### config.mk
export PLATFORM = sky130hd
export DESIGN_NAME = halfbridge_pwm
export DESIGN_NICKNAME = d
export VERILOG_FILES = /design/src/rtl/sg_pkg.sv /design/src/rtl/pwm_period_ctr.sv /design/src/rtl/halfbridge_pwm.sv
export SDC_FILE = /design/constraint.sdc
export NUM_CORES = 1
export LEC_CHECK = 0
export ABC_CLOCK_PERIOD_IN_PS = 2900
export BUFFER_PORTS_ARGS = -buffer_cell sky130_fd_sc_hd__buf_2
export CELL_PAD_IN_SITES_DETAIL_PLACEMENT = 2
export CELL_PAD_IN_SITES_GLOBAL_PLACEMENT = 2
export CORE_UTILIZATION = 37
export DETAILED_ROUTE_END_ITERATION = 16
export PLACE_DENSITY_LB_ADDON = 0.1
export SYNTH_ARGS = -nofsm -noshare
export SYNTH_HDL_FRONTEND = slang
export SYNTH_SLANG_ARGS = --single-unit
### constraint.sdc
create_clock -name clk -period 2.9 [get_ports clk]
set_clock_uncertainty 0.15 [all_clocks]
set_input_delay 0.145 -clock clk [delete_from_list [all_inputs] [get_ports clk]]
set_output_delay 0.145 -clock clk [all_outputs]
set_load 0.02 [all_outputs]
### src/rtl/sg_pkg.sv
// Types and constants shared by the sine generator and the half-bridge PWM stage.
// Latency: none, declarations only.
// Backpressure: none, declarations only.
package sg_pkg;

  // Sample width is common to the generator and the PWM counter.
  localparam int SAMPLE_W = 8;
  localparam int ATTEN_W  = 3;

  // Which leg the current period drives.
  typedef enum logic [1:0] {
    SIDE_NONE = 2'd0,
    SIDE_POS  = 2'd1,
    SIDE_NEG  = 2'd2
  } side_t;

endpackage

### src/rtl/pwm_period_ctr.sv
// PWM period counter: free-running while enabled, parked at MAX when idle; decodes latch and period_start.
// Latency: cnt is registered; latch and period_start are combinational from cnt and enable.
// Backpressure: none; enable low parks the counter at MAX so the first enabled edge latches.
module pwm_period_ctr
  import sg_pkg::*;
#(
  parameter int CNT_W = SAMPLE_W
) (
  input  logic             clk,
  input  logic             reset,
  input  logic             enable,
  output logic [CNT_W-1:0] cnt,
  output logic             latch,
  output logic             period_start
);

  localparam logic [CNT_W-1:0] CNT_MAX = '1;

  // Count up while enabled (natural wrap MAX->0); reset or idle parks at MAX.
  always_ff @(posedge clk) begin
    if (reset || !enable) begin
      cnt <= CNT_MAX;
    end else begin
      cnt <= cnt + CNT_W'(1);
    end
  end

  // The last count of a period is the edge that captures the next sample pair.
  assign latch        = enable && (cnt == CNT_MAX);
  assign period_start = enable && (cnt == '0);

endmodule

### src/rtl/halfbridge_pwm.sv
// Two-leg PWM driver: latches one attenuated sample pair per period, never drives both legs, adds dead-time on polarity change.
// Latency: pwm outputs registered one cycle behind the counter; first high cycle one cycle after period_start.
// Backpressure: none; period_start paces the upstream generator to one sample per period, enable low idles with outputs low.
module halfbridge_pwm
  import sg_pkg::*;
#(
  parameter int CNT_W       = SAMPLE_W,
  parameter int DEAD_CYCLES = 2
) (
  input  logic               clk,
  input  logic               reset,
  input  logic               enable,
  input  logic [CNT_W-1:0]   pos_in,
  input  logic [CNT_W-1:0]   neg_in,
  input  logic [ATTEN_W-1:0] atten,
  output logic               pwm_pos,
  output logic               pwm_neg,
  output logic               period_start,
  output logic               conflict
);

  localparam logic [CNT_W-1:0] DEAD_LIM = CNT_W'(DEAD_CYCLES);

  logic [CNT_W-1:0] cnt;
  logic             latch;
  logic [CNT_W-1:0] duty_pos, duty_neg;
  side_t            side, last_side;
  logic             dead;

  logic [CNT_W-1:0] duty_pos_nxt, duty_neg_nxt, dead_lim;
  side_t            side_nxt;
  logic             dead_nxt, both_nz;

  pwm_period_ctr #(.CNT_W(CNT_W)) u_ctr (
    .clk          (clk),
    .reset        (reset),
    .enable       (enable),
    .cnt          (cnt),
    .latch        (latch),
    .period_start (period_start)
  );

  // Decode the sample pair into duties and a side; positive wins when both are nonzero.
  always_comb begin
    duty_pos_nxt = pos_in >> atten;
    duty_neg_nxt = neg_in >> atten;
    both_nz      = (pos_in != '0) && (neg_in != '0);
    side_nxt     = SIDE_NONE;
    dead_nxt     = 1'b0;
    if (both_nz) begin
      duty_neg_nxt = '0;
    end
    if (duty_pos_nxt != '0) begin
      side_nxt = SIDE_POS;
    end else if (duty_neg_nxt != '0) begin
      side_nxt = SIDE_NEG;
    end
    // Dead-time only on a real swap between legs; silent periods do not count as a swap.
    if (side_nxt != SIDE_NONE && last_side != SIDE_NONE && side_nxt != last_side) begin
      dead_nxt = 1'b1;
    end
  end

  assign dead_lim = dead ? DEAD_LIM : '0;

  // Per-period state: captured on the latch edge, cleared when idle; conflict is sticky until reset.
  always_ff @(posedge clk) begin
    if (reset) begin
      duty_pos  <= '0;
      duty_neg  <= '0;
      side      <= SIDE_NONE;
      last_side <= SIDE_NONE;
      dead      <= 1'b0;
      conflict  <= 1'b0;
    end else if (!enable) begin
      duty_pos  <= '0;
      duty_neg  <= '0;
      side      <= SIDE_NONE;
      last_side <= SIDE_NONE;
      dead      <= 1'b0;
    end else if (latch) begin
      duty_pos <= duty_pos_nxt;
      duty_neg <= duty_neg_nxt;
      side     <= side_nxt;
      dead     <= dead_nxt;
      if (side_nxt != SIDE_NONE) begin
        last_side <= side_nxt;
      end
      if (both_nz) begin
        conflict <= 1'b1;
      end
    end
  end

  // Output flops: the side gate makes the two legs mutually exclusive by construction.
  always_ff @(posedge clk) begin
    if (reset || !enable) begin
      pwm_pos <= 1'b0;
      pwm_neg <= 1'b0;
    end else begin
      pwm_pos <= (side == SIDE_POS) && (cnt >= dead_lim) && (cnt < duty_pos);
      pwm_neg <= (side == SIDE_NEG) && (cnt >= dead_lim) && (cnt < duty_neg);
    end
  end

  legs_exclusive: assert property (@(posedge clk) !(pwm_pos && pwm_neg));

endmodule
* Yosys cells after proc, flatten, opt, wreduce, memory -nomap -nowiden
Cells that the tools add are included.
** Word-level totals
- Latch bits :: 0
- Word-level logic and storage cells :: 46
- Register bits after elaboration :: 32
- Input bits :: 22
- Memories :: 0
- Output and inout bits :: 4
- Bits in read-only memories :: 0
- Memory bits (writable) :: 0
** Cells by class
- Mux-type cells :: 5
- Magnitude comparators :: 3
- Bitwise logic cells :: 1
- Reduce and logical (&&, ||, !) cells :: 21
- Eq/ne operators :: 4
- Multipliers :: 0
- Div/mod/pow operators :: 0
- $add $sub $neg :: 1
- Shift operators :: 2
** Operators by type and width (number)
- $reduce_bool A8 Y1 :: 4
- $lt A8 B8 Y1 :: 2
- $shr A8 B3 Y8 :: 2
- $logic_and A1 B1 Y1 :: 9
- $add A8 B1 Y8 const B :: 1
- $eq A8 B8 Y1 const B :: 1
- $ge A8 B2 Y1 :: 1
- $logic_not A8 Y1 :: 1
- $mux W8 :: 1
- $mux W2 :: 3
- $reduce_bool A2 Y1 :: 2
- $reduce_and A3 Y1 :: 1
- $eq A2 B1 Y1 const B :: 1
- $eq A2 B2 Y1 const B :: 1
- $ne A2 B2 Y1 :: 1
- $reduce_and A2 Y1 :: 1
- $reduce_or A2 Y1 :: 1
- $logic_not A1 Y1 :: 1
- $logic_or A1 B1 Y1 :: 1
- $mux W1 :: 1
- $not A1 Y1 :: 1

* Depth between registers and ports, before layout
- Depth in word-level cells :: 10
- Gate-level depth with buffers :: 8
- Depth with buffers taken out :: 7

* Modules after synthesis
From an unflattened synthesis, not the netlist that was laid out.
** Second synthesis, totals
- Cell total of the unflattened synthesis :: 279
- Area, all modules :: 2235.9 um^2
** By module, submodules not included
- halfbridge_pwm :: instances 1, area an instance 1871.8 um^2, sequential area each 480.5 um^2, cells an instance 237
- pwm_period_ctr :: instances 1, area an instance 364.1 um^2, sequential area each 160.2 um^2, cells an instance 42

* Worst setup path before layout
Ideal clock, no wire load.
- Path kind :: input-to-reg
- Start point :: in pos_in[0]
- End point :: reg dead
- Stages :: 6
- Buffers on the path :: 0
- Setup time :: 0.073 ns
- Arrival :: 1.527 ns
- Path slack :: 1.149 ns
- Required time :: 2.677 ns
- Cells stage by stage :: or4_1 or3_4 a21oi_4 o31a_2 a22oi_1 o22ai_2
** Between the ends
- Word-level cells in the longest chain between the ends :: 10
- Elaborated cells on any way between the ends :: 13
- Those cells by class :: eq/ne: 1; shift: 1; mux: 4; reduce/logical: 7
** Ends and longest elaborated chain
- start: declaration :: RTL line halfbridge_pwm.sv:13 : input logic [CNT_W-1:0] pos_in,
- $reduce_bool A8 Y1 :: RTL line halfbridge_pwm.sv:47 : both_nz = (pos_in != '0) && (neg_in != '0);
- $logic_and A1 B1 Y1 :: RTL line halfbridge_pwm.sv:47
- $mux W8 :: RTL line halfbridge_pwm.sv:50 : if (both_nz) begin
- $reduce_bool A8 Y1 :: RTL line halfbridge_pwm.sv:55 : end else if (duty_neg_nxt != '0) begin
- $mux W2 :: RTL line halfbridge_pwm.sv:55
- $mux W2 (*) :: RTL line halfbridge_pwm.sv:53 : if (duty_pos_nxt != '0) begin
- $reduce_bool A2 Y1 :: RTL line halfbridge_pwm.sv:59 : if (side_nxt != SIDE_NONE && last_side != SIDE_NONE && side_nxt != last_side) begin
- $logic_and A1 B1 Y1 :: RTL line halfbridge_pwm.sv:59
- $logic_and A1 B1 Y1 (*) :: RTL line halfbridge_pwm.sv:59
- $mux W1 (*) :: RTL line halfbridge_pwm.sv:59
- end signal: assignment :: RTL line halfbridge_pwm.sv:85 : dead <= dead_nxt;
- end: declaration :: RTL line halfbridge_pwm.sv:28 : logic dead;
Every way passes the cells marked *; elsewhere a longest branch is shown, timed or not.
A chain may end at the register's enable or synchronous reset.

* Final worst setup path
- Start point :: reg u_ctr.cnt[5]
- End point :: out period_start
** Between the ends
- Word-level cells in the longest chain between the ends :: 2
** Ends and longest elaborated chain
- start: declaration :: RTL line pwm_period_ctr.sv:12 : output logic [CNT_W-1:0] cnt,
- start signal: assignment :: RTL line pwm_period_ctr.sv:24 : cnt <= cnt + CNT_W'(1);
- $logic_not A8 Y1 :: RTL line pwm_period_ctr.sv:30 : assign period_start = enable && (cnt == '0);
- $logic_and A1 B1 Y1 :: RTL line pwm_period_ctr.sv:30
- end: declaration :: RTL line halfbridge_pwm.sv:18 : output logic period_start,
Every way passes these cells.

==> out/metrics.csv <==
metric,value,unit
share of layout cells above drive strength 1,0.149,
unrepaired setup endpoints after global routing,false,
Worst Tran Pin Value,821,ps
fin crit period,2170,ps
critical path's largest stage delay,550,ps
synthesized area per cell,8.04,sq um
worst min-delay path class,in2reg,
CTS tree,yes,
syn nets,306,
Syn-to-layout area delta,12.4,%
fillers,661,
Clock Path Buffers,2,
initial antenna violation count,0,
Fin Setup TNS,0,ps
DRT Pass-1 Iters,4,
post-route ant nets,0,
hold_buf cts,1,
PostCTS Resize Cnt,0,
Initial Util,0.388,
fraction of registers with async set/reset,0,
largest cells by area after synthesis,"dfxtp_1 30%, ha_1 9.9%, a21oi_1 5.8%",
final setup margin,729,ps
Overall Power,0.00104,W
Critical-path top delay cell,or4_1,
GRT overflow,0,
final wirelength,6.40,mm
setup bufs post-CTS,0,
post-synthesis simple-gate area fraction,0.223,
adder-cell share of the synthesized area,0.0991,
CTS buffer count,5,
number of global-route vias before repair,2209,
Max Clk Rate,461,MHz
Global Route Usage Sum,0.231,
number of synthesized flops with an enable pin,0,
Pleak,0.917,nW
dominant cell type by area after synthesis,dfxtp_1,
peak supply drop,0.000169,V
gpl congestion,0.783,
Worst-Skew Late Latency,280,ps
slew margin rel.,0.451,
power per cell area,433,nW/um^2
die width,78.2,um
via/cell ratio,5.54,
initial DRC count,32,
Core Region,5540,sq um
Post-Place Cells,353,
crit-path cells,"or4_1, nor3_1, and3_1, buf_2",
post-synthesis xor/xnor area fraction,0.0245,
pin count of the biggest net entering global routing,31,
FP Rows,27,
clk root buf,clkbuf_8,
max-slew violations,0,
"Primary FF master, synth",dfxtp_1,
"Setup violations, final",0,
final core utilization,0.436,
Critical Path RT,2610,ps
die height,78.2,um
Cell variety after synth,49,
largest family of logic cells by synthesized area,simple AND/OR/NAND/NOR gates,
hpwl dp,4.96,mm
crit end category,output port,
I/O pin total,26,
clk sinks,32,
first-pass GRT wire length,11.0,mm
MaxCap Viol Count,0,
ranking of synthesized cells by instance count,"32 x dfxtp_1, 30 x nor2_1, 25 x a21oi_1, 23 x nand2_1, 19 x inv_1",
clk slew on worst S/H paths,70,ps
Worst Path Arrival,1880,ps
Mapped Area,2150,sq um
fin crit share,0.749,
drt wl/cell,17.7,um
DP Worst Slack,741,ps
most frequent cell after synthesis,dfxtp_1,
Compound-Gate Fraction of Synth Area,0.220,
outcome,"finished, final reports clean",
fin nets,328,
PortBufs,25,
Final Hold Fails,0,
Syn Inst Count,267,
"Seq/Total Area, Yosys",0.298,
post-synth top area share,0.298,
H-tree depth,2,
via count,1999,
n_diodes,0,
mux cell area share after synthesis,0.0781,
Critical Path Start Type,flip-flop,
die area,6110,sq um
synthesized flop and latch total,32,
Non-Filler Instances,361,
Ys Warns,0,
Worst Path Max Fanout,7,
# DRC,0,
kind of critical path,reg2out,
==> kinds of logic (layout without fill, tap and decap cells) <==
logic type                 count (synthesis)  after routing
and+or+nand+nor                           94             94
buffers and inverters                     32             54
DFF                                       32             32
AOI/OAI and AO/OA                         71             71
xor gates and xnor gates                   6              6
muxes                                     15             15
adders and majority gates                 17             17
==> worst max-delay path, delay by kind of cell (launching register included) <==
family                 cells  cell delay [ps]
flip-flops                 1              410
AND/OR/NAND/NOR            3             1020
buffers and inverters      1              160
==> cell type report <==
cell class                 count  area (sq um)  area share
multi-input combinational    203          1380       0.573
timing repair buffer          28           150      0.0622
clock inverter                 1          5.00     0.00207
inverter                      19          71.3      0.0295
sequential                    32           641       0.265
tap                           72          90.1      0.0373
clock buffer                   6          72.6      0.0301
==> through the flow <==
step | cell area, sq um | hold WS, ps
finish | 2410 | 95.8
global route | 2410 | 91.0
CTS | 2410 | 93.5
detailed placement | 2330 | 207
global placement | 2330 | 199
floorplan | 2150 | 67.4
==> cell usage in the layout, fill, tap and decap left out, types with 6 or more instances in the layout <==
master and instances:
a22oi_1 8, nor2b_1 6, dfxtp_1 32, buf_2 25, nor3_1 7, nor2_1 30
a21oi_1 25, inv_1 19, o21ai_0 6, nand2_1 23, ha_1 17, mux2i_1 10
==> routing by layer <==
metal | part of all wire | wire [um] | global-route usage
met5 | 0 | 0 | 0
met4 | 0.013 | 83 | 0.0593
met3 | 0.026 | 166 | 0.0419
met2 | 0.49 | 3120 | 0.409
met1 | 0.47 | 3030 | 0.287
==> path summary, 6_finish.rpt <==
path | depth (start not counted) | end | startpoint | slack (ps)
setup / recovery | 4 | period_start | u_ctr.cnt[5] | 730
hold / removal | 3 | duty_pos[7] | pos_in[7] | 100
setup reg to reg | 6 | dead | u_ctr.cnt[1] | 900
hold reg to reg | 1 | u_ctr.cnt[0] | u_ctr.cnt[0] | 300
==> where the power goes <==
group / internal, W / switching (W)
clock network: 0.000163 / 0.000161
registers: 0.000455 / 0.0000223
logic: 0.0000933 / 0.000150
==> flip-flops by register name (all words and copies together), names as in the netlist <==
name / count
duty_neg: 8
dead: 1
duty_pos: 8
pwm_neg: 1
side: 2
conflict: 1
pwm_pos: 1
u_ctr.cnt: 8
last_side: 2
Note: power is estimated with default switching activity, not from simulation.
